===== src/rtl/switch_debouncer_pkg.sv =====
// rtl/switch_debouncer_pkg.sv - shared debounce defaults and counter sizing helper
package switch_debouncer_pkg;

   // Production stability window in clock cycles
   localparam int unsigned DB_STABLE_CYCLES_DEFAULT = 16;
   // Short window used to keep simulations fast
   localparam int unsigned DB_STABLE_CYCLES_SIM     = 4;
   // Level every synchronizer flop and debounced output takes in reset
   localparam logic        DB_INIT_VAL              = 1'b0;

   // Counter only has to reach STABLE_CYCLES-1; never narrower than one bit
   function automatic int unsigned db_cnt_width(input int unsigned stable_cycles);
      return (stable_cycles > 1) ? $clog2(stable_cycles) : 1;
   endfunction

endpackage


===== src/rtl/sync_2ff.sv =====
// rtl/sync_2ff.sv - WIDTH-wide two-flop synchronizer with async active-low reset
module sync_2ff #(
   parameter int unsigned WIDTH     = 1,
   parameter logic        RESET_VAL = 1'b0
) (
   input  logic             clk_i,
   input  logic             rst_ni,
   input  logic [WIDTH-1:0] d_i,
   output logic [WIDTH-1:0] q_o
);

   logic [WIDTH-1:0] sync1_q;
   logic [WIDTH-1:0] sync2_q;

   // Two back-to-back flops give the first stage a full cycle to resolve metastability
   always_ff @(posedge clk_i or negedge rst_ni) begin
      if (!rst_ni) begin
         sync1_q <= {WIDTH{RESET_VAL}};
         sync2_q <= {WIDTH{RESET_VAL}};
      end else begin
         sync1_q <= d_i;
         sync2_q <= sync1_q;
      end
   end

   assign q_o = sync2_q;

endmodule


===== src/rtl/switch_debouncer.sv =====
// rtl/switch_debouncer.sv - multi-channel switch debouncer; DEBOUNCE_EDGE_PULSE_EN builds edge pulses
module switch_debouncer
   import switch_debouncer_pkg::*;
#(
   parameter int unsigned WIDTH         = 2,
   parameter int unsigned STABLE_CYCLES = DB_STABLE_CYCLES_DEFAULT,
   parameter logic        INIT_VAL      = DB_INIT_VAL
) (
   input  logic             clk,
   input  logic             rst_n,
   input  logic [WIDTH-1:0] raw_in,
   output logic [WIDTH-1:0] db_out,
   output logic [WIDTH-1:0] rise_pulse,
   output logic [WIDTH-1:0] fall_pulse
);

   localparam int unsigned    CW       = db_cnt_width(STABLE_CYCLES);
   localparam logic [CW-1:0]  CNT_LAST = CW'(STABLE_CYCLES - 1);

   logic [WIDTH-1:0] sync_w;
   logic [WIDTH-1:0] db_w;
`ifdef DEBOUNCE_EDGE_PULSE_EN
   logic [WIDTH-1:0] db_nxt_w;
`endif

   sync_2ff #(
      .WIDTH     (WIDTH),
      .RESET_VAL (INIT_VAL)
   ) u_sync (
      .clk_i  (clk),
      .rst_ni (rst_n),
      .d_i    (raw_in),
      .q_o    (sync_w)
   );

   for (genvar gi = 0; gi < WIDTH; gi++) begin : g_ch
      logic [CW-1:0] cnt_q, cnt_d;
      logic          db_q, db_d;

      // Accept a new level only after it has differed from db_q for STABLE_CYCLES edges
      always_comb begin
         cnt_d = cnt_q;
         db_d  = db_q;
         if (sync_w[gi] == db_q) begin
            cnt_d = '0;
         end else if (cnt_q == CNT_LAST) begin
            db_d  = sync_w[gi];
            cnt_d = '0;
         end else begin
            cnt_d = cnt_q + 1'b1;
         end
      end

      // Per-channel count and accepted level
      always_ff @(posedge clk or negedge rst_n) begin
         if (!rst_n) begin
            cnt_q <= '0;
            db_q  <= INIT_VAL;
         end else begin
            cnt_q <= cnt_d;
            db_q  <= db_d;
         end
      end

      assign db_w[gi] = db_q;
`ifdef DEBOUNCE_EDGE_PULSE_EN
      assign db_nxt_w[gi] = db_d;
`endif
   end

   assign db_out = db_w;

`ifdef DEBOUNCE_EDGE_PULSE_EN
   logic [WIDTH-1:0] rise_q;
   logic [WIDTH-1:0] fall_q;

   // Pulses register on the same edge as db_out so they line up with the new level
   always_ff @(posedge clk or negedge rst_n) begin
      if (!rst_n) begin
         rise_q <= '0;
         fall_q <= '0;
      end else begin
         rise_q <= db_nxt_w & ~db_w;
         fall_q <= ~db_nxt_w & db_w;
      end
   end

   assign rise_pulse = rise_q;
   assign fall_pulse = fall_q;
`else
   assign rise_pulse = {WIDTH{1'b0}};
   assign fall_pulse = {WIDTH{1'b0}};
`endif

endmodule

===== config.mk =====
export PLATFORM = sky130hd
export DESIGN_NAME = switch_debouncer
export DESIGN_NICKNAME = d
export VERILOG_FILES = /design/src/rtl/switch_debouncer_pkg.sv /design/src/rtl/sync_2ff.sv /design/src/rtl/switch_debouncer.sv
export SDC_FILE = /design/constraint.sdc
export NUM_CORES = 1
export LEC_CHECK = 0
export ABC_AREA = 1
export ABC_CLOCK_PERIOD_IN_PS = 1050
export BUFFER_PORTS_ARGS = -buffer_cell sky130_fd_sc_hd__buf_2
export CORE_MARGIN = 2
export CORE_UTILIZATION = 35
export CTS_CLUSTER_DIAMETER = 60
export CTS_CLUSTER_SIZE = 28
export DETAILED_ROUTE_END_ITERATION = 10
export SYNTH_ARGS = -nofsm -noshare
export SYNTH_HDL_FRONTEND = slang
export SYNTH_SLANG_ARGS = --single-unit

===== constraint.sdc =====
create_clock -name clk -period 1.05 [get_ports clk]
set_input_delay 0.0525 -clock clk [delete_from_list [all_inputs] [get_ports clk]]
set_output_delay 0.0525 -clock clk [all_outputs]
set_load 0.005 [all_outputs]

### Word level (Yosys, flattened, before mapping)

Index checks and enable logic that the tools add are counted.

* word-level logic and storage cells: 20
* input bits: 4
* output and inout port bits: 6
* bits in registers: 14

* equality and inequality tests: 4
* $add $sub $neg: 2
* multiplexer cells: 4
* reduce and logical (&&, ||, !) cells: 2
* bitwise logic cells: 2

Operator list (count)
* two-way mux 4 bit: 4
* adder 4 x 1 -> 4 bit (second input constant): 2
* equality test 4 bit (second input constant): 2
* AND reduction 2 bit: 2
* equality test 1 bit: 2
* inverter 1 bit: 2

### Depth between registers and ports, before layout

Gate-level depths: netlist of run 1.

* depth after elaboration: 3
* depth in mapped cells: 4
* mapped depth without buffers: 4

### Cells and area by module

A second synthesis of run 1 with hierarchy kept.

* cell total of the unflattened synthesis: 63
* area, all modules: 599.3 µm²

Modules (own cells, without submodules)
* switch_debouncer: times used 1, cells each 59, sequential area each 250.2 µm², area each 499.2 µm²
* sync_2ff: times used 1, cells each 4, sequential area each 100.1 µm², area each 100.1 µm²

### Least setup slack after synthesis of run 1

OpenSTA, ideal clock, no wires.

* kind: register -> register
* from: register g_ch[0].cnt_q[0]
* to: register g_ch[0].cnt_q[3]
* arrival time: 0.883 ns
* required time: 0.978 ns
* setup time: 0.072 ns
* path slack: 0.096 ns
* path buffers: 0
* cell stages (with the launch flop): 5
* clock period less this slack: 0.954 ns
* cell sequence: dfrtp_1 > ha_1 > nand3_1 > nand3_1 > nor2_1

* word-level cells in the longest chain between the ends: 3
* elaborated cells on any way between the ends: 4
* classes of those cells: add/sub (1); eq/ne (1); mux (2)

RTL lines
* start, declared: line switch_debouncer.sv:37 `logic [CW-1:0] cnt_q, cnt_d;`
* start signal, assigned: line switch_debouncer.sv:60 `cnt_q <= cnt_d;`
* adder 4 x 1 -> 4 bit or equality test 4 bit (tied branches): line switch_debouncer.sv:50, switch_debouncer.sv:46
* two-way mux 4 bit (*): line switch_debouncer.sv:46 `end else if (cnt_q == CNT_LAST) begin`
* two-way mux 4 bit (*): line switch_debouncer.sv:44 `if (sync_w[gi] == db_q) begin`
* net g_ch[0].cnt_d[3]: line switch_debouncer.sv:37

Mark *: on every way through the listed nets, which the timed path passes. The rest lies on a longest branch.
A chain may end at the register's enable or synchronous reset.

### Worst setup path in the final report of run 1

Same ends and word-level chain as after synthesis.

==> results.cfg, run 1 <==
[grt]
grt_max_degree = 15
globalRouteTotalUtil_pct = 10.15
grt_pass1_vias = 338
grt_pass1_wl_um = 1345
antenna_found_initial = 0
grt_overflow_total = 0

[power_and_ir_drop]
ir_worst_vdd_v = 0.0007572
p_int_mw = 0.8146
power_frac_clock_pct = 36.4
p_leak_nw = 0.3599
power.share.combinational_pct = 7.7
seqPwrFrac_pct = 56.0
p_switching_mw = 0.2309
power_per_cell_area_nw_per_um2 = 1484
swShare_pct = 22.08

[routing]
wl_met3_um = 26
top_layer = met3
vias = 401
met1_length_um = 398
drtAntennaViolNets = 0
vias_per_cell = 4.456
drtIter0Drc = 3
wl_met2_um = 378
drt_wl_total_um = 804
first_pass_iters = 3
drc = 0
routedWlPerCell_um = 8.933

[timing]
min_period_over_period_pct = 91.93
timing.hold.ws_ps = 183.9
fmaxAchievable_mhz = 1036
hold_viol_final = 0
slew_violations = 0
setup_viol = 0
rsz0062_at_grt = false
period_needed_ps = 965.2
final.setup.tns_ps = 0
fin_worst_skew_ps = 2.234

[die]
row_count = 14
die-height_um = 45.38
fp.dieArea_sq_um = 2059
start_util_pct = 38.44
die_w_um = 45.38
io_pins = 10
core_region_area_sq_um = 1559

[critical_path]
worstPathMaxFanout = 3
crit_required_ps = 1260
cp-end-kind = register
crit_chain = ha_1, nand3_2, nand3_1, nor2_1
cp_data_arrival_time_ps = 1180
cp_slowest_cell = dfrtp_1
worst_setup_path_start_kind = register
max_stage_delay_ps = 390
cpLargestDelayFamily = flip-flops
crit_type = reg2reg
path_buf_inv = 0

[logic_synthesis]
synth.top_cell.area_share_pct = 58.46
ys_ff_latch = 14
ys_seq_area_share_pct = 58.46
yosysTopAreaCell = dfrtp_1
ys_warn_count = 0
synth_area_per_cell_sq_um = 9.513
yosysUniqueCellTypes = 11
synthesis.area_sq_um = 599.3
syn_inst = 63
yosys-top-cells-area = dfrtp_1, buf_4, nand2_1

[job]
drv_cap = 0

[outcome]
outcome = finished clean

[finish]
fillers = 145
syn_to_final_growth_pct = 17.54
final_common_cell = dfrtp_1
fin_cells = 90
antenna_cells = 0
layout.nets = 81
final_cell_mix = dfrtp_1, nand2_1, inv_1, nor2_1, buf_2
multi_input_area_sq_um = 197.7
regArea_sq_um = 350.3
finalInstanceArea_sq_um = 704.4
layout-drive-gt1-share_pct = 18.92

[worst_hold_path]
worstHoldPathType = in2async

[clock_network]
root_buffer = clkbuf_4
cts.sink_count = 14
clk_path_buf_depth = 2
cts_tree = built
htreeDepth = 1
cts_made_buffers = 3
insertion_delay_ps = 270
clkSlewWorstSetupHoldPaths_ps = 80

[place]
post-dp-hpwl_um = 571.1
placed_area_sq_um = 618.1
io_buffer_count = 5
dp_cells = 82
place_congestion = 0.7205
## area by class of cell
class | instances | area share (%)
Tap cell | 16 | 2.842
Clock buffer | 4 | 5.151
Multi-Input combinational cell | 38 | 28.06
Timing Repair Buffer | 10 | 9.947
Inverter | 8 | 4.263
Sequential cell | 14 | 49.73
## kinds of logic (layout without fill, tap and decap cells)
group / count (synthesis) / in the layout / share of synthesized area [%]
buffers and inverters: 14 / 22 / 12.53
DFF: 14 / 14 / 58.46
and+or+nand+nor: 28 / 28 / 19.62
adders and majority gates: 2 / 2 / 4.175
other: 1 / 4 / 0.6257
AOI/OAI and AO/OA: 2 / 2 / 1.670
xor gates and xnor gates: 2 / 2 / 2.923
## layer usage
layer  GRT usage (%)  vias to the layer above
li1                -                      209
met1           11.54                      184
met2           14.08                        8
met3           4.762                        0
met4           8.824                        0
met5               0                        -
## power by group through the flow
stage          Clock (mW)  Sequential (mW)  Combinational (mW)
2_1_floorplan           0            0.592              0.0525
6_report            0.380            0.585              0.0800
3_3_place_gp            0            0.594              0.0676
5_1_grt             0.420            0.589              0.0956
4_1_cts             0.396            0.585              0.0769
3_5_place_dp            0            0.595              0.0678
## state kept, by name, summed over array words and instances (netlist names)
register,count
u_sync.q_o,2
g_ch.db_q,2
g_ch.cnt_q,8
u_sync.sync1_q,2
## per-stage QoR
stage	util [%]	total power, mW	worst slack (ps)
floorplan	-	0.6449	95.62
global placement	39.65	0.6621	24.55
detailed placement	39.65	0.6629	24.35
CTS	43.90	1.057	5.209
global route	45.18	1.104	8.006
finish	45.18	1.046	84.78
## final timing paths
kind / from / to / slack [ps] / depth (start not counted)
max: g_ch[0].cnt_q[0] / g_ch[0].cnt_q[3] / 80 / 4
min: rst_n / g_ch[1].db_q / 180 / 2
max reg2reg: g_ch[0].cnt_q[0] / g_ch[0].cnt_q[3] / 80 / 4
min reg2reg: u_sync.sync1_q[0] / u_sync.q_o[0] / 350 / 0
max in group asynchronous: rst_n / g_ch[0].cnt_q[3] / 640 / 2
min in group clk: u_sync.sync1_q[0] / u_sync.q_o[0] / 350 / 0
## synth_stat cells
library cell,number
buf_4,6
conb_1,1
dfrtp_1,14
ha_1,2
inv_1,8
nand2_1,12
nand3_1,6
nand4_1,2
nor2_1,8
o21ai_1,2
xnor2_1,2
## timing repair
item	CTS	global route
resized for setup	0	3
buffers inserted	0	1
endpoints found under the hold margin	16	0
endpoints found under the setup margin	0	4
hold buffers	3	0
Note: power is estimated with default switching activity, not from simulation.
==> run 2, diff against run 1 <==
--- a/config.mk
+++ b/config.mk
@@ -8,11 +8,12 @@
 export ABC_AREA = 1
 export ABC_CLOCK_PERIOD_IN_PS = 1050
 export BUFFER_PORTS_ARGS = -buffer_cell sky130_fd_sc_hd__buf_2
-export CORE_MARGIN = 2
-export CORE_UTILIZATION = 35
+export CORE_AREA = 2 2 39 41
 export CTS_CLUSTER_DIAMETER = 60
 export CTS_CLUSTER_SIZE = 28
 export DETAILED_ROUTE_END_ITERATION = 10
+export DIE_AREA = 0 0 41 43
+export PLACE_DENSITY = 0.66
 export SYNTH_ARGS = -nofsm -noshare
 export SYNTH_HDL_FRONTEND = slang
 export SYNTH_SLANG_ARGS = --single-unit
==> results.cfg, run 2 (synthesized netlist as in run 1, its figures left out) <==
[outcome]
outcome = finished clean

[finish]
syn_to_final_growth_pct = 15.24
largest_reg_flops = 8
largest-register = g_ch.cnt_q
finalInstanceArea_sq_um = 690.7
fillers = 141
layout.nets = 81
layout-drive-gt1-share_pct = 17.81
antenna_cells = 0
fin_cells = 89
final_cell_mix = dfrtp_1, nand2_1, inv_1, nor2_1, buf_2
final_common_cell = dfrtp_1

[critical_path]
reg2reg_depth = 4
cp_slowest_cell = dfrtp_1
cp-end-kind = register
r2r_slack_ps = 70
worstPathMaxFanout = 3
cpLargestDelayFamily = flip-flops
path_buf_inv = 0
max_stage_delay_ps = 400
crit_chain = ha_1, nand3_2, nand3_1, nor2_1
crit_required_ps = 1260
r2r-start = g_ch[0].cnt_q[1]
worst_setup_path_start_kind = register
r2r-end = g_ch[0].cnt_q[3]
cp_data_arrival_time_ps = 1180
crit_type = reg2reg

[die]
io_pins = 10
core_region_area_sq_um = 1384
row_count = 14
start_util_pct = 43.31
die_w_um = 41
fp.dieArea_sq_um = 1763
die-height_um = 43

[routing]
drtIter0Drc = 1
vias = 399
routedWlPerCell_um = 8.888
drtAntennaViolNets = 0
drc = 0
drt_wl_total_um = 791
first_pass_iters = 2
vias_per_cell = 4.483

[timing]
fmaxAchievable_mhz = 1025
final.setup.tns_ps = 0
setup_viol = 0
slew_violations = 0
period_needed_ps = 976.0
hold_viol_final = 0
timing.hold.ws_ps = 190.3
min_period_over_period_pct = 92.95
rsz0062_at_grt = false
fin_worst_skew_ps = 0.1970

[job]
drv_cap = 0

[clock_network]
clkSlewWorstSetupHoldPaths_ps = 70
insertion_delay_ps = 270
clk_path_buf_depth = 2
cts_tree = built
cts.sink_count = 14
root_buffer = clkbuf_4
cts_made_buffers = 3
htreeDepth = 1

[grt]
grt_pass1_vias = 369
antenna_found_initial = 0
grt_max_degree = 15
grt_pass1_wl_um = 1386
grt_overflow_total = 0
globalRouteTotalUtil_pct = 12.42

[place]
placed_area_sq_um = 618.1
place_congestion = 0.7079
io_buffer_count = 5
post-dp-hpwl_um = 607.2
dp_cells = 82

[worst_hold_path]
worstHoldPathType = in2async

[power_and_ir_drop]
power_per_cell_area_nw_per_um2 = 1377
p_leak_nw = 0.3535
ir_worst_vdd_v = 0.0006409
## run 2: changes by cell type in the layout (fill, tap and decap cells not counted), sizes merged
cell	delta
clkbuf	-1
## run 2: per-layer routing
layer	part of all wire (%)	GRT usage (%)	vias up
met4	3.9	12.00	0
met3	4.6	3.141	4
met2	45	17.19	11
li1	-	-	208
met1	47	14.53	176
met5	0	0	-
## run 2: worst max path at each step
stage / startpoint / to / cells after the start
2_1_floorplan: g_ch[0].cnt_q[0] / g_ch[0].cnt_q[3] / 4
3_3_place_gp: g_ch[1].cnt_q[0] / g_ch[1].cnt_q[3] / 4
3_5_place_dp: g_ch[1].cnt_q[0] / g_ch[1].cnt_q[3] / 4
4_1_cts: g_ch[1].cnt_q[1] / g_ch[1].cnt_q[3] / 4
5_1_grt: g_ch[0].cnt_q[0] / g_ch[0].cnt_q[3] / 4
6_report: g_ch[0].cnt_q[1] / g_ch[0].cnt_q[3] / 4
## run 2: layout make-up
cell class	count	area [sq um]	share of cell area, %
inverter	8	30.03	4.348
timing repair buffer	10	70.07	10.14
sequential	14	350.3	50.72
clock buffer	3	22.52	3.261
tap	16	20.02	2.899
multi-input combinational	38	197.7	28.62
## run 2: per-stage QoR
| step | power (mW) | worst slack [ps] | utilization, % |
|---|---|---|---|
| after floorplan | 0.6449 | 95.62 | - |
| after global placement | 0.6603 | 28.11 | 44.67 |
| after detailed placement | 0.6652 | 13.76 | 44.67 |
| after CTS | 0.9663 | 7.099 | 49.01 |
| after global routing | 1.010 | 9.894 | 49.91 |
| final | 0.9514 | 74.00 | 49.91 |
## run 2: power by group
part / internal (mW) / switching [mW] / leakage [nW]
Clock: 0.133 / 0.151 / 0.0138
Combinational: 0.0393 / 0.0438 / 0.158
Sequential: 0.565 / 0.0192 / 0.181
Total: 0.737 / 0.214 / 0.353
## run 2: what timing repair did
action,CTS,global route
setup endpoints to repair,2,4
endpoints found under the hold margin,16,0
resized for setup,0,3
setup buffers,1,0
hold buffers,3,0
## run 2: worst register-to-register path, stage by stage (launching register included)
cell and delay [ps]:
dfrtp_1 400, ha_1 220, nand3_2 90, nand3_1 90, nor2_1 110
==> run 3, diff against run 2 <==
--- a/config.mk
+++ b/config.mk
@@ -5,7 +5,6 @@
 export SDC_FILE = /design/constraint.sdc
 export NUM_CORES = 1
 export LEC_CHECK = 0
-export ABC_AREA = 1
 export ABC_CLOCK_PERIOD_IN_PS = 1050
 export BUFFER_PORTS_ARGS = -buffer_cell sky130_fd_sc_hd__buf_2
 export CORE_AREA = 2 2 39 41
==> results.cfg, run 3 <==
[finish]
syn_to_final_growth_pct = 29.20
layout-drive-gt1-share_pct = 41.94
layout.nets = 69
largest_reg_flops = 8
largest-register = g_ch.cnt_q
fin_cells = 78
final_common_cell = dfrtp_1
final_cell_mix = dfrtp_1, buf_4, buf_2
antenna_cells = 0

[power_and_ir_drop]
p_switching_mw = 0.2352
ir_worst_vdd_v = 0.0008133
p_int_mw = 0.8455
p_leak_nw = 0.3511
seqPwrFrac_pct = 54.6
total_power_mw = 1.081
swShare_pct = 21.77
power_frac_clock_pct = 34.3
power.share.combinational_pct = 11.1
power_per_cell_area_nw_per_um2 = 1404

[die]
row_count = 14
fp.dieArea_sq_um = 1763
core_region_area_sq_um = 1384
io_pins = 10
die-height_um = 43
start_util_pct = 43.04
die_w_um = 41

[worst_hold_path]
worstHoldPathType = in2async

[logic_synthesis]
yosysTopAreaCell = dfrtp_1
async_reset_ff_share_pct = 100.0
synthTopCellsByCount = dfrtp_1, buf_4, a21oi_1, xnor2_1
ys_warn_count = 0
ys_seq_area_share_pct = 58.82
ys.flop_type = dfrtp_1
syn_inst = 47
synth_edf_count = 0
synth.top_cell.area_share_pct = 58.82
yosysUniqueCellTypes = 16
synth_area_per_cell_sq_um = 12.67
synthesis.area_sq_um = 595.6
yosys-top-cells-area = dfrtp_1, buf_4, xnor2_1
synth_most_common_cell = dfrtp_1
ys_ff_latch = 14

[timing]
hold_viol_final = 0
slew_violations = 0
setup_viol = 2
timing.hold.ws_ps = 184.0
setup_ws_ps = -11.01
final.setup.tns_ps = -21.37
fin_worst_skew_ps = 5.434
period_needed_ps = 1061
fmaxAchievable_mhz = 942.5
min_period_over_period_pct = 101.0
rsz0062_at_grt = true

[clock_network]
insertion_delay_ps = 280
cts.sink_count = 14
htreeDepth = 1
cts_tree = built
clk_path_buf_depth = 2
clkSlewWorstSetupHoldPaths_ps = 80
cts_made_buffers = 3
root_buffer = clkbuf_4

[place]
place_ws_ps = -37.18
place_congestion = 0.6844
io_buffer_count = 5
post-dp-hpwl_um = 674.6
dp_cells = 70

[routing]
drtAntennaViolNets = 0
first_pass_iters = 2
vias = 375
vias_per_cell = 4.808
routedWlPerCell_um = 11.63
drtIter0Drc = 1
drt_wl_total_um = 907
drc = 0

[critical_path]
cp-end-kind = register
worstPathMaxFanout = 3
crit_type = reg2reg
worst_setup_path_start_kind = register
cp-endpoint = g_ch[0].db_q
r2r_slack_ps = -10
cp_data_arrival_time_ps = 1230
crit_required_ps = 1220
reg2reg_depth = 3
r2r-end = g_ch[0].db_q
crit_start = g_ch[0].cnt_q[0]
r2r-start = g_ch[0].cnt_q[0]

[grt]
antenna_found_initial = 0
globalRouteTotalUtil_pct = 14.01
grt_overflow_total = 0
grt_pass1_wl_um = 1573
grt_pass1_vias = 365
grt_max_degree = 15

[outcome]
violations = negative setup slack
outcome = finished, violations left

[job]
drv_cap = 0
-- run 3: cell types whose count changed after synthesis, moves of 2 or more --
cell,change
o21ai_0,+2
mux2_4,+2
nand3_1,-5
nand4b_1,+2
a21oi_1,+4
nor2b_1,+2
nor2_1,-6
inv_1,-6
o21ai_1,-2
nand2_1,-12
xnor2_1,+2
nand4_1,-2
-- run 3: repair_timing --
action,in CTS,in global routing
gates resized for setup,1,6
endpoints found under the hold margin,16,0
pin swaps,3,5
hold buffers,3,0
buffers inserted,1,0
gates cloned,0,0
setup endpoints to repair,4,8
-- run 3: cells by family after synthesis --
| kind of cell | count (synthesis) | share of synthesized area (%) |
|---|---|---|
| mux | 2 | 5.042 |
| xor+xnor | 4 | 5.882 |
| buf+inv | 8 | 8.823 |
| fa+ha+maj | 2 | 4.201 |
| compound gates | 7 | 6.513 |
| flops | 14 | 58.82 |
| other cells | 1 | 0.6296 |
| simple gates | 9 | 10.08 |
-- run 3: layout make-up --
class | instances | area, sq um
fill | 124 | 614.3
sequential | 14 | 350.3
multi-input combinational | 28 | 255.2
timing repair buffer | 14 | 100.1
clock buffer | 4 | 36.28
tap | 16 | 20.02
inverter | 2 | 7.507
-- run 3: critical path: stages (launching register included) --
cell     delay, ps
dfrtp_1        390
ha_2           210
nand3_2         70
mux2_4         290
-- run 3: power by group through the flow --
stage               Combinational [mW]  Clock [mW]  Sequential (mW)
CTS                              0.113       0.389            0.590
global placement                0.0904           0            0.598
detailed placement              0.0950           0            0.601
finish                           0.120       0.371            0.590
floorplan                       0.0561           0            0.598
global route                     0.138       0.428            0.594
-- run 3: worst min path at each step --
stage,start,slack [ps],end
CTS,rst_n,180,g_ch[1].cnt_q[3]
global route,rst_n,210,g_ch[1].cnt_q[0]
detailed placement,rst_n,-40,g_ch[1].cnt_q[2]
global placement,rst_n,-40,g_ch[1].cnt_q[1]
finish,rst_n,180,g_ch[0].cnt_q[1]
floorplan,rst_n,-240,g_ch[0].cnt_q[0]
-- run 3: per-stage QoR --
stage	cell area, sq um	util (%)
final	769.5	55.61
after global placement	664.4	48.01
after detailed placement	664.4	48.01
after floorplan	626.9	-
after CTS	745.7	53.89
after global routing	769.5	55.61
-- run 3: layer usage --
| metal | part of all wire, % | track usage (%) | up-vias |
|---|---|---|---|
| li1 | - | - | 181 |
| met1 | 43 | 18.18 | 179 |
| met2 | 49 | 17.81 | 10 |
| met3 | 6.4 | 9.424 | 5 |
| met4 | 1.7 | 6.000 | 0 |
| met5 | 0 | 0 | - |
